[src/rtl/lfsr_pkg.sv]
// Shared definitions for the 4-bit LFSR sequencer: width, FSM states and the
// feedback function used by the datapath.
package lfsr_pkg;

  localparam int LFSR_W = 4;

  typedef enum logic [1:0] {
    IDLE = 2'd0,
    LOAD = 2'd1,
    RUN  = 2'd2,
    DONE = 2'd3
  } state_t;

  // Right shift with feedback into bit3; any nonzero state has period 15.
  function automatic logic [LFSR_W-1:0] lfsr_next(input logic [LFSR_W-1:0] s);
    return {s[0] ^ s[1], s[3], s[2], s[1]};
  endfunction

endpackage

[src/rtl/lfsr_core.sv]
// 4-bit LFSR register: load a seed, step once when enabled, otherwise hold.
module lfsr_core
  import lfsr_pkg::*;
(
  input  logic              clk,
  input  logic              rst,
  input  logic              load,
  input  logic              step,
  input  logic [LFSR_W-1:0] seed,
  output logic [LFSR_W-1:0] value
);

  // Load has priority over step; the two are never requested together by the sequencer.
  always_ff @(posedge clk or negedge rst) begin
    if (!rst) begin
      value <= '0;
    end else if (load) begin
      value <= seed;
    end else if (step) begin
      value <= lfsr_next(value);
    end
  end

endmodule

[src/rtl/lfsr_seq_ctrl.sv]
// Run sequencer for the LFSR: accepts start/seed/count, streams one LFSR value
// per accepted beat, and reports done, seed error and period wrap-around.
module lfsr_seq_ctrl
  import lfsr_pkg::*;
#(
  parameter int CNT_W = 8
) (
  input  logic              clk,
  input  logic              rst,
  input  logic              start,
  input  logic [LFSR_W-1:0] seed,
  input  logic [CNT_W-1:0]  count,
  input  logic              abort,
  output logic [LFSR_W-1:0] out_data,
  output logic              out_valid,
  input  logic              out_ready,
  output logic              busy,
  output logic              done,
  output logic              err,
  output logic              wrap
);

  state_t            state_reg;
  state_t            state_next;
  logic [LFSR_W-1:0] seed_q;
  logic [CNT_W-1:0]  remaining;
  logic              err_flag_reg;
  logic              wrap_reg;
  logic [LFSR_W-1:0] lfsr_val;
  logic              accept;
  logic              handshake;

  // start is only honoured from IDLE; a beat is taken only while streaming.
  assign accept    = (state_reg == IDLE) && start;
  assign handshake = (state_reg == RUN) && out_ready;

  lfsr_core u_core (
    .clk   (clk),
    .rst   (rst),
    .load  (state_reg == LOAD),
    .step  (handshake),
    .seed  (seed_q),
    .value (lfsr_val)
  );

  // FSM state register.
  always_ff @(posedge clk or negedge rst) begin
    if (!rst) begin
      state_reg <= IDLE;
    end else begin
      state_reg <= state_next;
    end
  end

  // Next-state logic and Moore outputs; abort beats the last-beat exit to DONE.
  always_comb begin
    state_next = state_reg;
    out_valid  = 1'b0;
    busy       = 1'b0;
    done       = 1'b0;
    err        = 1'b0;
    case (state_reg)
      IDLE: begin
        if (start) begin
          if (seed == '0 || count == '0) begin
            state_next = DONE;
          end else begin
            state_next = LOAD;
          end
        end
      end
      LOAD: begin
        busy       = 1'b1;
        state_next = abort ? IDLE : RUN;
      end
      RUN: begin
        busy      = 1'b1;
        out_valid = 1'b1;
        if (abort) begin
          state_next = IDLE;
        end else if (handshake && remaining == CNT_W'(1)) begin
          state_next = DONE;
        end
      end
      DONE: begin
        done       = 1'b1;
        err        = err_flag_reg;
        state_next = IDLE;
      end
      default: state_next = IDLE;
    endcase
  end

  // Run parameters are captured on an accepted start; each beat consumes one count.
  always_ff @(posedge clk or negedge rst) begin
    if (!rst) begin
      seed_q       <= '0;
      remaining    <= '0;
      err_flag_reg <= 1'b0;
    end else if (accept) begin
      seed_q       <= seed;
      remaining    <= count;
      err_flag_reg <= (seed == '0);
    end else if (handshake) begin
      remaining    <= remaining - CNT_W'(1);
    end
  end

  // Wrap flags the cycle after a step lands back on the run's seed.
  always_ff @(posedge clk or negedge rst) begin
    if (!rst) begin
      wrap_reg <= 1'b0;
    end else begin
      wrap_reg <= handshake && (lfsr_next(lfsr_val) == seed_q);
    end
  end

  assign wrap     = wrap_reg;
  assign out_data = lfsr_val;

endmodule

[config.mk]
export PLATFORM = sky130hd
export DESIGN_NAME = lfsr_seq_ctrl
export DESIGN_NICKNAME = d
export VERILOG_FILES = /design/src/rtl/lfsr_pkg.sv /design/src/rtl/lfsr_core.sv /design/src/rtl/lfsr_seq_ctrl.sv
export SDC_FILE = /design/constraint.sdc
export NUM_CORES = 1
export LEC_CHECK = 0
export CAP_MARGIN = 10
export CORE_MARGIN = 10
export CORE_UTILIZATION = 35
export CTS_CLUSTER_SIZE = 12
export DETAILED_ROUTE_END_ITERATION = 12
export DONT_BUFFER_PORTS = 1
export PLACE_DENSITY = 0.58
export SLEW_MARGIN = 20
export SYNTH_ARGS = -nofsm -noshare
export SYNTH_HDL_FRONTEND = slang
export SYNTH_SLANG_ARGS = --single-unit
[constraint.sdc]
create_clock -name clk -period 2.3 [get_ports clk]
set_input_delay 0.46 -clock clk [delete_from_list [all_inputs] [get_ports clk]]
set_output_delay 0.46 -clock clk [all_outputs]
set_load 0.1 [all_outputs]
==> key figures, run 1 <==
STA
  • Measured slew at the worst slew-check pin: 0.950 ns
  • Rel. slew slack: 0.364
  • Hold Violations, Final: 0
  • Fin crit period: 1.89 ns
  • Fmax: 0.529 GHz
  • Worst Skew: 0.00564 ns
  • Setup violators final: 0
  • Final setup TNS: 0 ns
  • Final Max Slew Viols: 0
  • RSZ-0062 raised after global routing: no
  • Fin crit share: 0.822

Floorplanning
  • I/O pin cnt: 26
  • Initial Util: 0.366
  • Die Footprint: 0.00586 mm²
  • FP Rows: 20
  • Die Ht: 76.5 µm
  • Die span in x: 76.5 µm
  • Area of the core: 0.00305 mm²

Clock network
  • Post-CTS Resized: 0
  • Post-CTS Setup Bufs: 0
  • Max clock buf depth: 2
  • H-tree levels: 1
  • Clock-pin slew on the worst setup and hold paths: 0.12 ns
  • CTS tree: done
  • Clk_lat worst skew: 0.30 ns
  • CTS root buf: clkbuf_4
  • TritonCTS buffer count: 3
  • Clock sinks: 20

Cells and area
  • Biggest regs: remaining: 8 flops, seed_q: 4 flops, u_core.value: 4 flops
  • Commonest cells after routing, fill and taps aside: dfrtp_1, nor2_1, nand2_1, a21oi_1, buf_4
  • Layout cell share with drive strength beyond 1: 0.185
  • Largest reg by FF count: remaining
  • Number of flip-flops under the largest register name: 8
  • P&R area growth vs syn: 17.6%
  • Final net count: 149
  • Finished layout cell area: 0.00132 mm²
  • Cell Count, Final, Fillers Out: 168
  • Most common cell after layout, fill and taps aside: dfrtp_1
  • ANT cells: 0

Yosys
  • Sequential fraction of the synthesis area: 0.447
  • Post-synth EDFFs: 0
  • Synthesized flop and latch total: 20
  • Netlist cell types: 30
  • Post-Syn Nets: 136
  • Cells after Synth: 112
  • Ys Warns: 0
  • Asr flop ratio synth: 1.00
  • Mean Syn Cell Area: 9.99 µm²
  • Primary FF master, synth: dfrtp_1
  • Synth Cell Area: 0.00112 mm²

Hold path
  • Worst Hold Class: input pin to register
  • Hold Path Depth: 1

Power and ir drop
  • Peak supply drop: 0.660 mV
  • Pwr per Cell Area: 1670 mW/mm²
  • Leakage: 0.573 nW
  • Pwr Total: 2.20 mW

Setup path
  • Max stage delay on crit path: 0.43 ns
  • Worst path cell trace: inv_1 > ha_2 > buf_4 > inv_1 > o21ai_1 > o21ai_1 > mux2_1
  • Critical Path Sink Type: register
  • Arrival time worst endpoint: 2.09 ns
  • WP buf/inv: 3
  • R2R cell count: 7
  • WS Path Type: register to register
  • R2r setup slk: 0.41 ns
  • Crit Path Max Fanout: 4
  • Startpoint types: register
  • Slowest stage cell on the critical path: dfrtp_1
  • Cell family with most CP delay: buffers and inverters
  • WP depth: 7
  • WP data required: 2.50 ns

Global routing
  • Grt ovf: 0
  • Total global-route track usage: 0.0881
  • Initial antenna violation count: 0
  • Vias in the first global route: 942
  • Largest net degree at the start of global routing: 21
  • First-pass GRT wire length: 4.28 mm

Placed design
  • DP Wirelength: 1.99 mm
  • I/O Buffers: 0
  • Area after DPL: 0.00125 mm²
  • Placer Congestion: 0.793
  • Dpl cells: 163

Flow run
  • Max Cap Viol: 0

Route
  • Via count: 857
  • DRT iter0 DRCs: 37
  • Routed WL per cell: 14.9 µm
  • DR DRC count: 0
  • ANT nets after route: 0
  • Router iterations before antenna repair: 4
  • Routed WL: 2.51 mm
  • Via density: 5.10

Run status
  • Outcome: finished, final reports clean
==> cell usage after synthesis (2+ instances only) <==
| library cell | instances | area, µm² |
|---|---|---|
| dfrtp_1 | 20 | 500 |
| nor4_1 | 2 | 12.5 |
| xnor2_1 | 6 | 52.6 |
| mux2_2 | 4 | 45.0 |
| mux2i_1 | 3 | 30.0 |
| nand2_1 | 10 | 37.5 |
| nor2_1 | 11 | 41.3 |
| a21oi_1 | 10 | 50.1 |
| clkbuf_1 | 2 | 7.51 |
| nand3_1 | 2 | 10.0 |
| nor3_1 | 3 | 15.0 |
| o21ai_0 | 3 | 15.0 |
| xor2_1 | 6 | 52.6 |
| ha_1 | 7 | 87.6 |
| o21ai_1 | 4 | 20.0 |
| inv_1 | 5 | 18.8 |
==> report_power, final <==
group	switching, mW	internal (mW)
Clock	0.113	0.176
Sequential	0.136	0.515
Combinational	0.862	0.396
Total	1.11	1.09
==> stage by stage <==
step / hold slack, ns / worst slack (ns) / util
6_report: 0.294 / 0.410 / 0.431
5_1_grt: 0.263 / 0.281 / 0.431
4_1_cts: 0.284 / 0.399 / 0.431
3_5_place_dp: 0.165 / 0.412 / 0.410
3_3_place_gp: 0.165 / 0.499 / 0.410
2_1_floorplan: 0.164 / 0.0325 / -
==> cell type report <==
class	count	area [µm²]
Clock buffer	3	22.5
Multi-Input combinational cell	84	591
Tap cell	44	55.1
Timing Repair Buffer	11	97.6
Fill cell	315	1740
Inverter	5	18.8
Sequential cell	20	500
Clock inverter	1	30.0
==> routing by layer <==
| layer | vias to the layer above | GRT usage | share of wire |
|---|---|---|---|
| li1 | 408 | - | - |
| met1 | 425 | 0.0931 | 0.43 |
| met2 | 22 | 0.143 | 0.45 |
| met3 | 2 | 0.0613 | 0.11 |
| met4 | 0 | 0.0149 | 0.0040 |
| met5 | - | 0 | 0 |
==> cells by family after synthesis <==
family | share of synthesized area
buffers and inverters | 0.0280
AND/OR/NAND/NOR | 0.177
adder cells (fa/ha/maj) | 0.0783
AO/OA/AOI/OAI | 0.0984
flip-flops | 0.447
XOR/XNOR | 0.0940
multiplexers | 0.0772
==> timing repair <==
item	CTS	global route
endpoints found under the hold margin	20	0
endpoints found under the setup margin	0	0
hold buffers	1	0
==> worst paths after layout <==
path | start | to
worst max-delay path | state_reg[0] | state_reg[1]
worst min-delay path | seed[0] | seed_q[0]
worst max register to register | state_reg[0] | state_reg[1]
worst min register to register | err_flag_reg | err_flag_reg
max in group asynchronous | rst | remaining[6]
min in group asynchronous | rst | seed_q[3]
Note: power is estimated with default switching activity, not from simulation.
==> run 2, diff against run 1 <==
--- a/config.mk
+++ b/config.mk
@@ -11,7 +11,7 @@
 export CTS_CLUSTER_SIZE = 12
 export DETAILED_ROUTE_END_ITERATION = 12
 export DONT_BUFFER_PORTS = 1
-export PLACE_DENSITY = 0.58
+export PLACE_DENSITY = 0.6
 export SLEW_MARGIN = 20
 export SYNTH_ARGS = -nofsm -noshare
 export SYNTH_HDL_FRONTEND = slang
==> constraint.sdc (replaced) <==
create_clock -name clk -period 1.7 [get_ports clk]
set_input_delay 0.34 -clock clk [delete_from_list [all_inputs] [get_ports clk]]
set_output_delay 0.34 -clock clk [all_outputs]
set_load 0.1 [all_outputs]
==> key figures, run 2 (synthesized netlist as in run 1, its figures left out) <==
Setup path
  • Startpoint types: register (unchanged)
  • Arrival time worst endpoint: 1.88 ns (was 2.09 ns)
  • R2r setup slk: 0.02 ns (was 0.41 ns)
  • R2R cell count: 6 (was 7)
  • WS Path Type: register to register (unchanged)
  • Crit Path Max Fanout: 6 (was 4)
  • Critical Path Sink Type: register (unchanged)
  • WP data required: 1.90 ns (was 2.50 ns)
  • Reg-to-Reg End: state_reg[1] (unchanged)
  • R2r startpoint: state_reg[0] (unchanged)

Power and ir drop
  • Clock share of power: 0.122 (was 0.131)
  • NetSw: 1.57 mW (was 1.11 mW)
  • P_int: 1.64 mW (was 1.09 mW)
  • Pwr Total: 3.21 mW (was 2.20 mW)
  • Sw Share: 0.490 (was 0.506)
  • Reg power frac: 0.281 (was 0.296)
  • Peak supply drop: 0.880 mV (was 0.660 mV)
  • Gate power share: 0.597 (was 0.572)
  • Leakage: 0.590 nW (was 0.573 nW)
  • Pwr per Cell Area: 2330 mW/mm² (was 1670 mW/mm²)

Placed design
  • I/O Buffers: 0 (unchanged)
  • Dpl cells: 163 (unchanged)
  • Area after DPL: 0.00127 mm² (was 0.00125 mm²)
  • DP Wirelength: 2.03 mm (was 1.99 mm)
  • Placer Congestion: 0.845 (was 0.793)

Global routing
  • Largest net degree at the start of global routing: 21 (unchanged)
  • Total global-route track usage: 0.0875 (was 0.0881)
  • Initial antenna violation count: 0 (unchanged)
  • Vias in the first global route: 871 (was 942)
  • First-pass GRT wire length: 4.20 mm (was 4.28 mm)
  • Grt ovf: 0 (unchanged)

Clock network
  • H-tree levels: 1 (unchanged)
  • TritonCTS buffer count: 3 (unchanged)
  • CTS root buf: clkbuf_4 (unchanged)
  • Clock-pin slew on the worst setup and hold paths: 0.12 ns (about the same)
  • Max clock buf depth: 2 (unchanged)
  • Clk_lat worst skew: 0.30 ns (about the same)
  • CTS tree: done (unchanged)
  • Clock sinks: 20 (unchanged)

STA
  • Setup violators final: 0 (unchanged)
  • Fin crit period: 1.68 ns (was 1.89 ns)
  • Final setup TNS: 0 ns (unchanged)
  • RSZ-0062 raised after global routing: yes (was no)
  • Fmax: 0.596 GHz (was 0.529 GHz)
  • Worst Skew: 0.00154 ns (was 0.00564 ns)
  • Fin crit share: 0.988 (was 0.822)
  • Hold Violations, Final: 0 (unchanged)
  • Final Max Slew Viols: 0 (unchanged)
  • Rel. slew slack: 0.389 (was 0.364)
  • Measured slew at the worst slew-check pin: 0.914 ns (was 0.950 ns)

Route
  • Routed WL per cell: 15.4 µm (was 14.9 µm)
  • ANT nets after route: 0 (unchanged)
  • Via density: 4.86 (was 5.10)
  • DR DRC count: 0 (unchanged)
  • DRT iter0 DRCs: 46 (was 37)
  • Routed WL: 2.61 mm (was 2.51 mm)
  • Router iterations before antenna repair: 4 (unchanged)
  • Via count: 827 (was 857)

Cells and area
  • Layout cell share with drive strength beyond 1: 0.254 (was 0.185)
  • Largest reg by FF count: remaining (unchanged)
  • P&R area growth vs syn: 23.3% (was 17.6%)
  • Cell Count, Final, Fillers Out: 170 (was 168)
  • Most common cell after layout, fill and taps aside: dfrtp_1 (unchanged)
  • Finished layout cell area: 0.00138 mm² (was 0.00132 mm²)
  • Number of flip-flops under the largest register name: 8 (unchanged)
  • Biggest regs: remaining: 8 flops, seed_q: 4 flops, u_core.value: 4 flops (unchanged)
  • Commonest cells after routing, fill and taps aside: dfrtp_1, nor2_1, a21oi_1, buf_4, nand2_1 (was dfrtp_1, nor2_1, nand2_1, a21oi_1, buf_4)
  • Final Util: 0.452 (was 0.431)
  • ANT cells: 0 (unchanged)
  • Final net count: 151 (was 149)

Flow run
  • Max Cap Viol: 0 (unchanged)

Hold path
  • Hold Path Depth: 1 (unchanged)
  • Hold EP: seed_q[1] (was seed_q[0])
  • HP Start: seed[1] (was seed[0])
  • Worst Hold Class: input pin to register (unchanged)

Run status
  • Outcome: finished, final reports clean (unchanged)

Floorplanning
  • Die Footprint: 0.00586 mm² (unchanged)
  • Die Ht: 76.5 µm (unchanged)
  • Area of the core: 0.00305 mm² (unchanged)
  • Die span in x: 76.5 µm (unchanged)
  • I/O pin cnt: 26 (unchanged)
  • Initial Util: 0.366 (unchanged)
  • FP Rows: 20 (unchanged)
[run 2: changes by cell type in the layout (fill, tap and decap cells not counted), sizes merged]
cell  previous run  this run
buf             10        12
[run 2: worst max-delay path by stage]
stage / from / end / slack (ns) / depth (start not counted)
after floorplan: state_reg[0] / state_reg[1] / -0.07 / 6
after global placement: state_reg[0] / state_reg[1] / 0.12 / 6
after detailed placement: state_reg[0] / state_reg[1] / 0.07 / 6
after CTS: state_reg[1] / busy / 0.01 / 3
after global routing: state_reg[0] / state_reg[1] / -0.03 / 6
final: state_reg[0] / state_reg[1] / 0.02 / 6
[run 2: final cells by class]
type,count,area (µm²)
Multi-Input combinational cell,84,634
Tap cell,44,55.1
Inverter,5,18.8
Clock inverter,1,30.0
Timing Repair Buffer,13,116
Sequential cell,20,502
Fill cell,314,1670
Clock buffer,3,22.5
[run 2: layer usage]
metal	share of wire	GRT usage	vias up
li1	-	-	409
met1	0.43	0.0989	392
met2	0.48	0.145	24
met5	0	0	-
met4	0.0050	0.0167	0
met3	0.084	0.0436	2
[run 2: stage by stage]
stage | hold slack (ns) | worst slack [ns]
after floorplan | 0.0444 | -0.0681
after global placement | 0.0453 | 0.121
after global routing | 0.161 | -0.0318
after detailed placement | 0.0453 | 0.0685
after CTS | 0.166 | 0.0111
final | 0.178 | 0.0207
[run 2: repair_timing]
action                                  CTS  global route
pin swaps                                 0             2
hold buffers                              1             0
endpoints found under the setup margin    1             3
resized for setup                         1             4
buffers inserted                          0             2
hold endpoints to repair                 20             0
[run 2: power by group through the flow]
stage,Clock [mW],Sequential [mW],Combinational [mW]
after floorplan,0,1.21,1.10
after global routing,0.425,0.934,2.06
after detailed placement,0,0.916,1.80
final,0.392,0.903,1.92
after global placement,0,0.902,1.77
after CTS,0.404,0.906,1.82
[run 2: critical path: stages (launching register included)]
cell	delay, ns
dfrtp_1	0.44
inv_2	0.14
ha_4	0.19
and4bb_4	0.27
nand2_2	0.07
o21ai_4	0.15
mux2_4	0.31
